### src/rtl/apb_pkg.sv
// Shared types and default widths for the APB4 requester and its testbench.
package apb_pkg;

    localparam int APB_ADDR_W  = 8;
    localparam int APB_DATA_W  = 32;
    localparam int APB_TIMEOUT = 16;

    typedef enum logic [1:0] {
        IDLE   = 2'd0,
        SETUP  = 2'd1,
        ACCESS = 2'd2
    } apb_state_e;

    typedef struct packed {
        logic [APB_DATA_W-1:0] rdata;
        logic                  err;
        logic                  timeout;
    } apb_rsp_t;

endpackage

### src/rtl/apb_master_if.sv
// Command/response handshake plus APB4 bus, seen from the requester (master)
// or from the command source and slave side (slave).
interface apb_master_if
    import apb_pkg::*;
#(
    parameter int ADDR_WIDTH = APB_ADDR_W,
    parameter int DATA_WIDTH = APB_DATA_W
);
    logic                    cmd_valid;
    logic                    cmd_ready;
    logic                    cmd_write;
    logic [ADDR_WIDTH-1:0]   cmd_addr;
    logic [DATA_WIDTH-1:0]   cmd_wdata;
    logic [DATA_WIDTH/8-1:0] cmd_strb;

    logic                    rsp_valid;
    logic [DATA_WIDTH-1:0]   rsp_rdata;
    logic                    rsp_err;
    logic                    rsp_timeout;

    logic                    PSEL;
    logic                    PENABLE;
    logic                    PWRITE;
    logic [ADDR_WIDTH-1:0]   PADDR;
    logic [DATA_WIDTH-1:0]   PWDATA;
    logic [DATA_WIDTH/8-1:0] PSTRB;
    logic [DATA_WIDTH-1:0]   PRDATA;
    logic                    PREADY;
    logic                    PSLVERR;

    modport master (
        input  cmd_valid, cmd_write, cmd_addr, cmd_wdata, cmd_strb,
        input  PRDATA, PREADY, PSLVERR,
        output cmd_ready, rsp_valid, rsp_rdata, rsp_err, rsp_timeout,
        output PSEL, PENABLE, PWRITE, PADDR, PWDATA, PSTRB
    );

    modport slave (
        output cmd_valid, cmd_write, cmd_addr, cmd_wdata, cmd_strb,
        output PRDATA, PREADY, PSLVERR,
        input  cmd_ready, rsp_valid, rsp_rdata, rsp_err, rsp_timeout,
        input  PSEL, PENABLE, PWRITE, PADDR, PWDATA, PSTRB
    );

endinterface

### src/rtl/apb_timeout_counter.sv
// Counts stalled ACCESS cycles; o_hit flags the stall that reaches TIMEOUT.
module apb_timeout_counter
    import apb_pkg::*;
#(
    parameter int TIMEOUT = APB_TIMEOUT
) (
    input  logic i_clk,
    input  logic i_rst,
    input  logic i_clear,
    input  logic i_en,
    output logic o_hit
);
    localparam int CNT_W = $clog2(TIMEOUT);
    localparam logic [CNT_W-1:0] LAST = CNT_W'(TIMEOUT - 1);

    logic [CNT_W-1:0] r_cnt;

    always_ff @(posedge i_clk) begin
        if (i_rst || i_clear) begin
            r_cnt <= '0;
        end else if (i_en) begin
            r_cnt <= r_cnt + 1'b1;
        end
    end

    // Hit is combinational so the abort lands on the same edge as the TIMEOUT-th stall.
    assign o_hit = i_en && (r_cnt == LAST);

endmodule

### src/rtl/apb_master.sv
// APB4 requester: one command at a time through IDLE -> SETUP -> ACCESS.
// Optional ACCESS watchdog is built when APB_MASTER_TIMEOUT_EN is defined.
module apb_master
    import apb_pkg::*;
#(
    parameter int ADDR_WIDTH = APB_ADDR_W,
    parameter int DATA_WIDTH = APB_DATA_W,
    parameter int TIMEOUT    = APB_TIMEOUT
) (
    input  logic         PCLK,
    input  logic         PRESET,
    apb_master_if.master bus
);
    localparam int STRB_WIDTH = DATA_WIDTH / 8;

    apb_state_e              r_state;
    apb_state_e              w_next;
    logic                    w_accept;
    logic                    w_done;
    logic                    w_abort;

    logic                    r_cmd_ready;
    logic                    r_psel;
    logic                    r_penable;
    logic                    r_pwrite;
    logic [ADDR_WIDTH-1:0]   r_paddr;
    logic [DATA_WIDTH-1:0]   r_pwdata;
    logic [STRB_WIDTH-1:0]   r_pstrb;
    logic                    r_rsp_valid;
    logic [DATA_WIDTH-1:0]   r_rsp_rdata;
    logic                    r_rsp_err;
    logic                    r_rsp_timeout;

`ifdef APB_MASTER_TIMEOUT_EN
    logic w_to_clear;
    logic w_to_en;

    assign w_to_clear = (r_state == SETUP);
    assign w_to_en    = (r_state == ACCESS) && !bus.PREADY;

    apb_timeout_counter #(
        .TIMEOUT (TIMEOUT)
    ) u_timeout (
        .i_clk   (PCLK),
        .i_rst   (PRESET),
        .i_clear (w_to_clear),
        .i_en    (w_to_en),
        .o_hit   (w_abort)
    );
`else
    logic w_unused_timeout;

    assign w_unused_timeout = ^TIMEOUT;
    assign w_abort          = 1'b0;
`endif

    always_comb begin
        w_next   = r_state;
        w_accept = 1'b0;
        w_done   = 1'b0;
        case (r_state)
            IDLE: begin
                if (r_cmd_ready && bus.cmd_valid) begin
                    w_accept = 1'b1;
                    w_next   = SETUP;
                end
            end
            SETUP: w_next = ACCESS;
            ACCESS: begin
                // A completing PREADY beats a timeout hit on the same edge.
                if (bus.PREADY) begin
                    w_done = 1'b1;
                    w_next = IDLE;
                end else if (w_abort) begin
                    w_next = IDLE;
                end
            end
            default: w_next = IDLE;
        endcase
    end

    always_ff @(posedge PCLK) begin
        if (PRESET) begin
            r_state       <= IDLE;
            r_cmd_ready   <= 1'b0;
            r_psel        <= 1'b0;
            r_penable     <= 1'b0;
            r_pwrite      <= 1'b0;
            r_paddr       <= '0;
            r_pwdata      <= '0;
            r_pstrb       <= '0;
            r_rsp_valid   <= 1'b0;
            r_rsp_rdata   <= '0;
            r_rsp_err     <= 1'b0;
            r_rsp_timeout <= 1'b0;
        end else begin
            r_state     <= w_next;
            r_cmd_ready <= (w_next == IDLE);
            r_psel      <= (w_next != IDLE);
            r_penable   <= (w_next == ACCESS);
            r_rsp_valid <= w_done || w_abort;
            // Bus fields are loaded only on accept so they hold through ACCESS and IDLE.
            if (w_accept) begin
                r_paddr  <= bus.cmd_addr;
                r_pwrite <= bus.cmd_write;
                r_pwdata <= bus.cmd_write ? bus.cmd_wdata : '0;
                r_pstrb  <= bus.cmd_write ? bus.cmd_strb  : '0;
            end
            if (w_done) begin
                r_rsp_rdata   <= r_pwrite ? '0 : bus.PRDATA;
                r_rsp_err     <= bus.PSLVERR;
                r_rsp_timeout <= 1'b0;
            end else if (w_abort) begin
                r_rsp_rdata   <= '0;
                r_rsp_err     <= 1'b1;
                r_rsp_timeout <= 1'b1;
            end
        end
    end

    assign bus.cmd_ready   = r_cmd_ready;
    assign bus.PSEL        = r_psel;
    assign bus.PENABLE     = r_penable;
    assign bus.PWRITE      = r_pwrite;
    assign bus.PADDR       = r_paddr;
    assign bus.PWDATA      = r_pwdata;
    assign bus.PSTRB       = r_pstrb;
    assign bus.rsp_valid   = r_rsp_valid;
    assign bus.rsp_rdata   = r_rsp_rdata;
    assign bus.rsp_err     = r_rsp_err;
    assign bus.rsp_timeout = r_rsp_timeout;

endmodule

### src/flat_wrapper.sv
// flat-port wrapper written by rule: the top's interface ports become plain ports
module apb_master_flat import apb_pkg::*;
#(
    parameter int ADDR_WIDTH = APB_ADDR_W,
    parameter int DATA_WIDTH = APB_DATA_W,
    parameter int TIMEOUT    = APB_TIMEOUT
)
  (PCLK, PRESET, bus_cmd_valid, bus_cmd_write, bus_cmd_addr, bus_cmd_wdata, bus_cmd_strb, bus_PRDATA, bus_PREADY, bus_PSLVERR, bus_cmd_ready, bus_rsp_valid, bus_rsp_rdata, bus_rsp_err, bus_rsp_timeout, bus_PSEL, bus_PENABLE, bus_PWRITE, bus_PADDR, bus_PWDATA, bus_PSTRB);
  apb_master_if #(.ADDR_WIDTH(ADDR_WIDTH), .DATA_WIDTH(DATA_WIDTH)) bus_i ();
  input  logic PCLK;
  input  logic PRESET;
  input wire logic [$bits(bus_i.cmd_valid)-1:0] bus_cmd_valid;
  input wire logic [$bits(bus_i.cmd_write)-1:0] bus_cmd_write;
  input wire logic [$bits(bus_i.cmd_addr)-1:0] bus_cmd_addr;
  input wire logic [$bits(bus_i.cmd_wdata)-1:0] bus_cmd_wdata;
  input wire logic [$bits(bus_i.cmd_strb)-1:0] bus_cmd_strb;
  input wire logic [$bits(bus_i.PRDATA)-1:0] bus_PRDATA;
  input wire logic [$bits(bus_i.PREADY)-1:0] bus_PREADY;
  input wire logic [$bits(bus_i.PSLVERR)-1:0] bus_PSLVERR;
  output wire logic [$bits(bus_i.cmd_ready)-1:0] bus_cmd_ready;
  output wire logic [$bits(bus_i.rsp_valid)-1:0] bus_rsp_valid;
  output wire logic [$bits(bus_i.rsp_rdata)-1:0] bus_rsp_rdata;
  output wire logic [$bits(bus_i.rsp_err)-1:0] bus_rsp_err;
  output wire logic [$bits(bus_i.rsp_timeout)-1:0] bus_rsp_timeout;
  output wire logic [$bits(bus_i.PSEL)-1:0] bus_PSEL;
  output wire logic [$bits(bus_i.PENABLE)-1:0] bus_PENABLE;
  output wire logic [$bits(bus_i.PWRITE)-1:0] bus_PWRITE;
  output wire logic [$bits(bus_i.PADDR)-1:0] bus_PADDR;
  output wire logic [$bits(bus_i.PWDATA)-1:0] bus_PWDATA;
  output wire logic [$bits(bus_i.PSTRB)-1:0] bus_PSTRB;
  assign bus_i.cmd_valid = bus_cmd_valid;
  assign bus_i.cmd_write = bus_cmd_write;
  assign bus_i.cmd_addr = bus_cmd_addr;
  assign bus_i.cmd_wdata = bus_cmd_wdata;
  assign bus_i.cmd_strb = bus_cmd_strb;
  assign bus_i.PRDATA = bus_PRDATA;
  assign bus_i.PREADY = bus_PREADY;
  assign bus_i.PSLVERR = bus_PSLVERR;
  assign bus_cmd_ready = bus_i.cmd_ready;
  assign bus_rsp_valid = bus_i.rsp_valid;
  assign bus_rsp_rdata = bus_i.rsp_rdata;
  assign bus_rsp_err = bus_i.rsp_err;
  assign bus_rsp_timeout = bus_i.rsp_timeout;
  assign bus_PSEL = bus_i.PSEL;
  assign bus_PENABLE = bus_i.PENABLE;
  assign bus_PWRITE = bus_i.PWRITE;
  assign bus_PADDR = bus_i.PADDR;
  assign bus_PWDATA = bus_i.PWDATA;
  assign bus_PSTRB = bus_i.PSTRB;
  apb_master #(.ADDR_WIDTH(ADDR_WIDTH), .DATA_WIDTH(DATA_WIDTH), .TIMEOUT(TIMEOUT)) u_core (.PCLK(PCLK), .PRESET(PRESET), .bus(bus_i));
endmodule
### config.mk
export PLATFORM = sky130hd
export DESIGN_NAME = apb_master_flat
export DESIGN_NICKNAME = d
export VERILOG_FILES = /design/src/rtl/apb_pkg.sv /design/src/rtl/apb_master_if.sv /design/src/rtl/apb_timeout_counter.sv /design/src/rtl/apb_master.sv /design/src/flat_wrapper.sv
export SDC_FILE = /design/constraint.sdc
export NUM_CORES = 1
export LEC_CHECK = 0
export CAP_MARGIN = 20
export CELL_PAD_IN_SITES_DETAIL_PLACEMENT = 1
export CELL_PAD_IN_SITES_GLOBAL_PLACEMENT = 2
export CORE_MARGIN = 3
export CORE_UTILIZATION = 27
export CTS_CLUSTER_SIZE = 24
export DETAILED_ROUTE_END_ITERATION = 8
export GPL_TIMING_DRIVEN = 0
export HOLD_SLACK_MARGIN = 0.1
export PLACE_DENSITY_LB_ADDON = 0.1
export SKIP_CTS_REPAIR_TIMING = 1
export SYNTH_ARGS = -nofsm -noshare
export SYNTH_HDL_FRONTEND = slang
export SYNTH_SLANG_ARGS = --single-unit
### constraint.sdc
create_clock -name PCLK -period 1.8 [get_ports PCLK]
set_input_delay 0.36 -clock PCLK [delete_from_list [all_inputs] [get_ports PCLK]]
set_output_delay 0.36 -clock PCLK [all_outputs]
set_load 0.05 [all_outputs]
=== After elaboration in Yosys (flattened, before gate mapping) ===
Cells that the tools add are included.

* Register bits after elaboration: 84
* Latch bits: 0
* RAM bits: 0
* Memory bits (read-only): 0
* Bits of input ports: 82
* Output and inout port bits: 83
* Logic and storage cells: 28
* Memories: 0

* Add/subtract/negate cells: 0
* $mul: 0
* Divide/modulo/power cells: 0
* $lt $le $gt $ge: 0
* Equal/unequal tests: 3
* Shift-type cells: 0
* Mux-type cells: 10
* Bitwise gates (word level): 0
* Reductions and logical operators: 4

{| class="wikitable"
|+ Operators by type and width
! kind !! number
|-
| $mux 32 || 2
|-
| $pmux 2 s3 || 1
|-
| $eq 2x2->1 const B || 2
|-
| $logic_not 2->1 || 2
|-
| $mux 1 || 4
|-
| $mux 2 || 2
|-
| $mux 4 || 1
|-
| $eq 2x1->1 const B || 1
|-
| $reduce_bool 2->1 || 1
|-
| $logic_and 1x1->1 || 1
|}

=== Logic depth before layout (Yosys ltp) ===
* Depth after elaboration: 4
* Depth in mapped cells: 5
* Gate-level depth less buffers: 2

=== Worst setup path after synthesis ===
Ideal clock, no wire load.

* Path kind: reg-to-reg
* Start point: register u_core.r_cmd_ready, in the netlist u_core.bus.cmd_ready
* End point: register u_core.r_pstrb[0], in the netlist u_core.bus.PSTRB[0]
* Setup time: 0.072 ns
* Arrival: 1.388 ns
* Data required time: 1.728 ns
* Setup slack: 0.340 ns
* Stages on the path, launching flop included: 5
* Buffers on the path: 2
* Clock period less this slack: 1.460 ns
* Path through: dfxtp_1 and4bb_1 buf_6 buf_12 mux2i_1

* Cells in the longest elaborated chain, start to end: 3

{| class="wikitable"
|+ Ends and longest elaborated chain
! element !! line !! text
|-
| start, declared || apb_master.sv:22 || <nowiki>logic r_cmd_ready;</nowiki>
|-
| start signal, assigned || apb_master.sv:98 || <nowiki>r_cmd_ready <= (w_next == IDLE);</nowiki>
|-
| $logic_and 1x1->1 || apb_master.sv:63 || <nowiki>if (r_cmd_ready && bus.cmd_valid) begin</nowiki>
|-
| $mux 1 || apb_master.sv:63 ||
|-
| $mux 1 || apb_master.sv:61 || <nowiki>case (r_state)</nowiki>
|-
| end signal, assigned || apb_master.sv:107 || <nowiki>r_pstrb <= bus.cmd_write ? bus.cmd_strb : '0;</nowiki>
|-
| end, declared || apb_master.sv:28 || <nowiki>logic [STRB_WIDTH-1:0] r_pstrb;</nowiki>
|}

Every way passes these cells.
A chain may end at the register's enable or synchronous reset.

=== Final worst setup path ===
* Start point: register u_core.r_pwrite, in the netlist u_core.bus.PWRITE
* End point: output bus_PWRITE

{| class="wikitable"
|+ RTL lines
! element !! line !! text
|-
| start, declared || apb_master.sv:25 || <nowiki>logic r_pwrite;</nowiki>
|-
| start signal, assigned || apb_master.sv:105 || <nowiki>r_pwrite <= bus.cmd_write;</nowiki>
|-
| end, declared || flat_wrapper.sv:27 || <nowiki>output wire logic [$bits(bus_i.PWRITE)-1:0] bus_PWRITE;</nowiki>
|}

No word-level cell between the ends.

==> impl_metrics.py <==
metrics = {
    "cts": {
        "clock_path_buffers": 2,
        "cts_tree": "yes",
        "cts_root_buf": "clkbuf_16",
        "clkSinkCount": 84,
        "clk_latency_ns": 0.34,
        "htree_num_levels": 3,
        "clk_pin_slew_worst_paths_ns": 0.06,
        "cts_buffers": 9,
    },
    "floorplan": {
        "core_area_um2": 14000,
        "io_pins": 165,
        "chipWidth_um": 126,
        "die_y_um": 126,
        "rows": 43,
        "initial_utilization_pct": 27.9,
        "die_area_um2": 15900,
    },
    "critical_path": {
        "slowest_delay_ns": 0.48,
        "arrival_ns": 1.30,
        "cpLargestDelayFamily": "flip-flops",
        "required_ns": 1.44,
        "timing.rr.start": "u_core.bus.PWRITE",
        "r2r_setup_slack_ns": 0.51,
        "cp-start-kind": "register",
        "crit_chain": "dlymetal6s2s_1",
        "r2r-end": "u_core.bus.rsp_rdata[25]",
        "cp-end-kind": "output port",
        "crit_fanout": 7,
        "crit_slowest_cell": "dfxtp_1",
        "worstSetupPathType": "register to output port",
        "crit_buf_inv": 1,
        "r2r_cells": 3,
    },
    "detailed_routing": {
        "drt-initial-drc-count": 120,
        "vias": 3198,
        "wire_per_inst_um": 16.0,
        "ant_nets": 0,
        "wirelength_um": 11600,
        "routed_via_density": 4.42,
        "drt-pass1-iter-count": 4,
        "drcViolationCount": 0,
    },
    "run": {
        "cap_violations": 0,
    },
    "synth": {
        "synth_edf_count": 0,
        "synth_top_cell_by_area": "dfxtp_1",
        "synth_top_family_by_area": "simple AND/OR/NAND/NOR gates",
        "synthSimpleGateAreaFrac_pct": 29.7,
        "synth_top_area_share_pct": 43.1,
        "yosysSeqAreaShare_pct": 43.1,
        "avgSynthCellArea_um2": 10.6,
        "synth_ff_type": "dfxtp_1",
        "synth-compound-area-share_pct": 0.898,
        "synth_cell_types": 21,
        "netlist_instances": 367,
        "yosysWarningCount": 0,
        "yosysMostFrequentCell": "nand2b_1",
        "synth_xor_area_share_pct": 0,
        "synth_adder_area_share_pct": 0,
        "synth.top_cells.by_count": "89 x nand2b_1, 84 x dfxtp_1, 78 x mux2i_1",
        "postSynth.asyncResetShare_pct": 0,
        "ys_seq_elements": 84,
        "ys_top_cells_by_area": "dfxtp_1 43%, mux2i_1 20%, nand2b_1 14%, or3b_1 7.4%, nand3b_1 6.9%",
        "synth_nets": 449,
        "synth_mux_area_share_pct": 20.0,
        "syn_area_um2": 3900,
    },
    "timing": {
        "rsz0062_at_grt": "no",
        "whs_ns": 0.403,
        "worst_pin_slew_ns": 0.561,
        "skew_ns": 0.00394,
        "fmax_mhz": 603,
        "slew_headroom_pct": 62.6,
        "setup_tns_ns": 0,
        "finalCritPeriodShare_pct": 92.1,
        "slew_violations": 0,
        "hold_viol": 0,
        "fin_crit_ns": 1.66,
        "setup_viol": 0,
    },
    "placed_design": {
        "gp_congestion": 0.731,
        "dp_cells": 708,
        "numPortBuffers": 161,
        "hpwl_um": 8520,
    },
    "power_and_ir_drop": {
        "pwr-share-comb_pct": 17.4,
        "cellLeakagePower_nw": 3.55,
        "switching_power_mw": 1.17,
        "pwr-share-clk_pct": 40.8,
        "power_density_nw_per_um2": 744,
        "power_frac_seq_pct": 41.8,
        "intPower_mw": 3.47,
        "swShare_pct": 25.2,
        "power_mw": 4.64,
        "ir_drop_v": 0.000433,
    },
    "finish": {
        "drive_gt1_share_pct": 4.96,
        "nets": 621,
        "antenna_cells": 0,
        "area_growth_pct": 60.0,
        "instances_no_fill": 724,
        "fin_util_pct": 44.6,
    },
    "grt": {
        "grt_pass1_wl_um": 18000,
        "grt_overflow": 0,
        "grt_util_all_layers_pct": 14.3,
        "grt_max_degree": 13,
        "antenna_found_initial": 0,
        "grt_pass1_vias": 3333,
    },
    "worst_hold_path": {
        "min_path_type": "primary input to register",
        "min-delay-start": "bus_cmd_write",
        "hold_path_end": "u_core.bus.PWRITE",
        "worstHoldPathCells": 3,
    },
    "status": {
        "outcome": "finished clean",
    },
}
[area by class of cell]
class | count | area, µm²
Fill cell | 1553 | 7750
Buffer | 35 | 240
Timing Repair Buffer | 161 | 1820
Sequential cell | 84 | 1680
Tap cell | 180 | 225
Clock buffer | 15 | 268
Multi-Input combinational cell | 248 | 1980
Clock inverter | 1 | 30.0
[sequential cells by signal, summed over array words and instances, names as in the netlist]
signal	flops
u_core.bus.PWDATA	32
u_core.bus.rsp_rdata	32
u_core.bus.PADDR	8
u_core.bus.PSTRB	4
u_core.r_state	2
u_core.bus.PENABLE	1
u_core.bus.PSEL	1
u_core.bus.PWRITE	1
u_core.bus.cmd_ready	1
u_core.bus.rsp_err	1
u_core.bus.rsp_valid	1
[metal layers]
metal	global-route usage (%)	vias up	wire length [µm]
li1	-	1586	-
met1	16.5	1505	4980
met2	23.9	97	5580
met3	6.96	10	878
met4	3.41	0	112
met5	0	-	0
[per-stage QoR]
step                      worst slack, ns  area [µm²]
after detailed placement           0.0542        5740
after CTS                          -0.297        6030
after global routing               0.0766        6240
after floorplan                     0.340        3900
final                               0.142        6240
after global placement             0.0772        5740
[how the worst max path moves through the flow]
stage                               from                 endpoint  slack, ns  depth (start not counted)
finish                 u_core.bus.PWRITE               bus_PWRITE       0.14                          1
global route           u_core.bus.PWRITE               bus_PWRITE       0.08                          1
CTS                    u_core.bus.PWRITE               bus_PWRITE      -0.30                          1
detailed placement         bus_cmd_valid    u_core.bus.PWDATA[16]       0.05                          5
global placement                  PRESET  u_core.bus.rsp_rdata[8]       0.08                          5
floorplan           u_core.bus.cmd_ready      u_core.bus.PSTRB[0]       0.34                          4
[cells in the final DEF (no fill, tap or decap), drive strengths merged]
cell type / count
or3b: 33
o21ai: 1
nand2b: 89
and3b: 1
buf: 14
nor2: 1
and4bb: 1
nand4bb: 1
clkbuf: 36
bufinv: 1
nand3b: 36
clkdlybuf4s50: 79
a31oi: 1
conb: 1
a211o: 1
dfxtp: 84
a21oi: 3
dlymetal6s2s: 82
nor2b: 1
mux2i: 78
[logic make-up (layout without fill, tap and decap cells)]
family          count (synthesis)  in the layout
flops                          84             84
buf+inv                        35            212
other cells                     1              1
simple gates                  163            163
mux                            78             78
compound gates                  6              6
[power groups by stage]
stage / clock (mW) / combinational (mW) / sequential [mW]
after floorplan: 0 / 0.296 / 2.16
after detailed placement: 0 / 0.824 / 1.99
after CTS: 1.98 / 0.827 / 1.95
after global placement: 0 / 0.821 / 1.99
after global routing: 2.06 / 0.865 / 1.95
final: 1.89 / 0.808 / 1.94
Power figures use the tool's default switching activity.
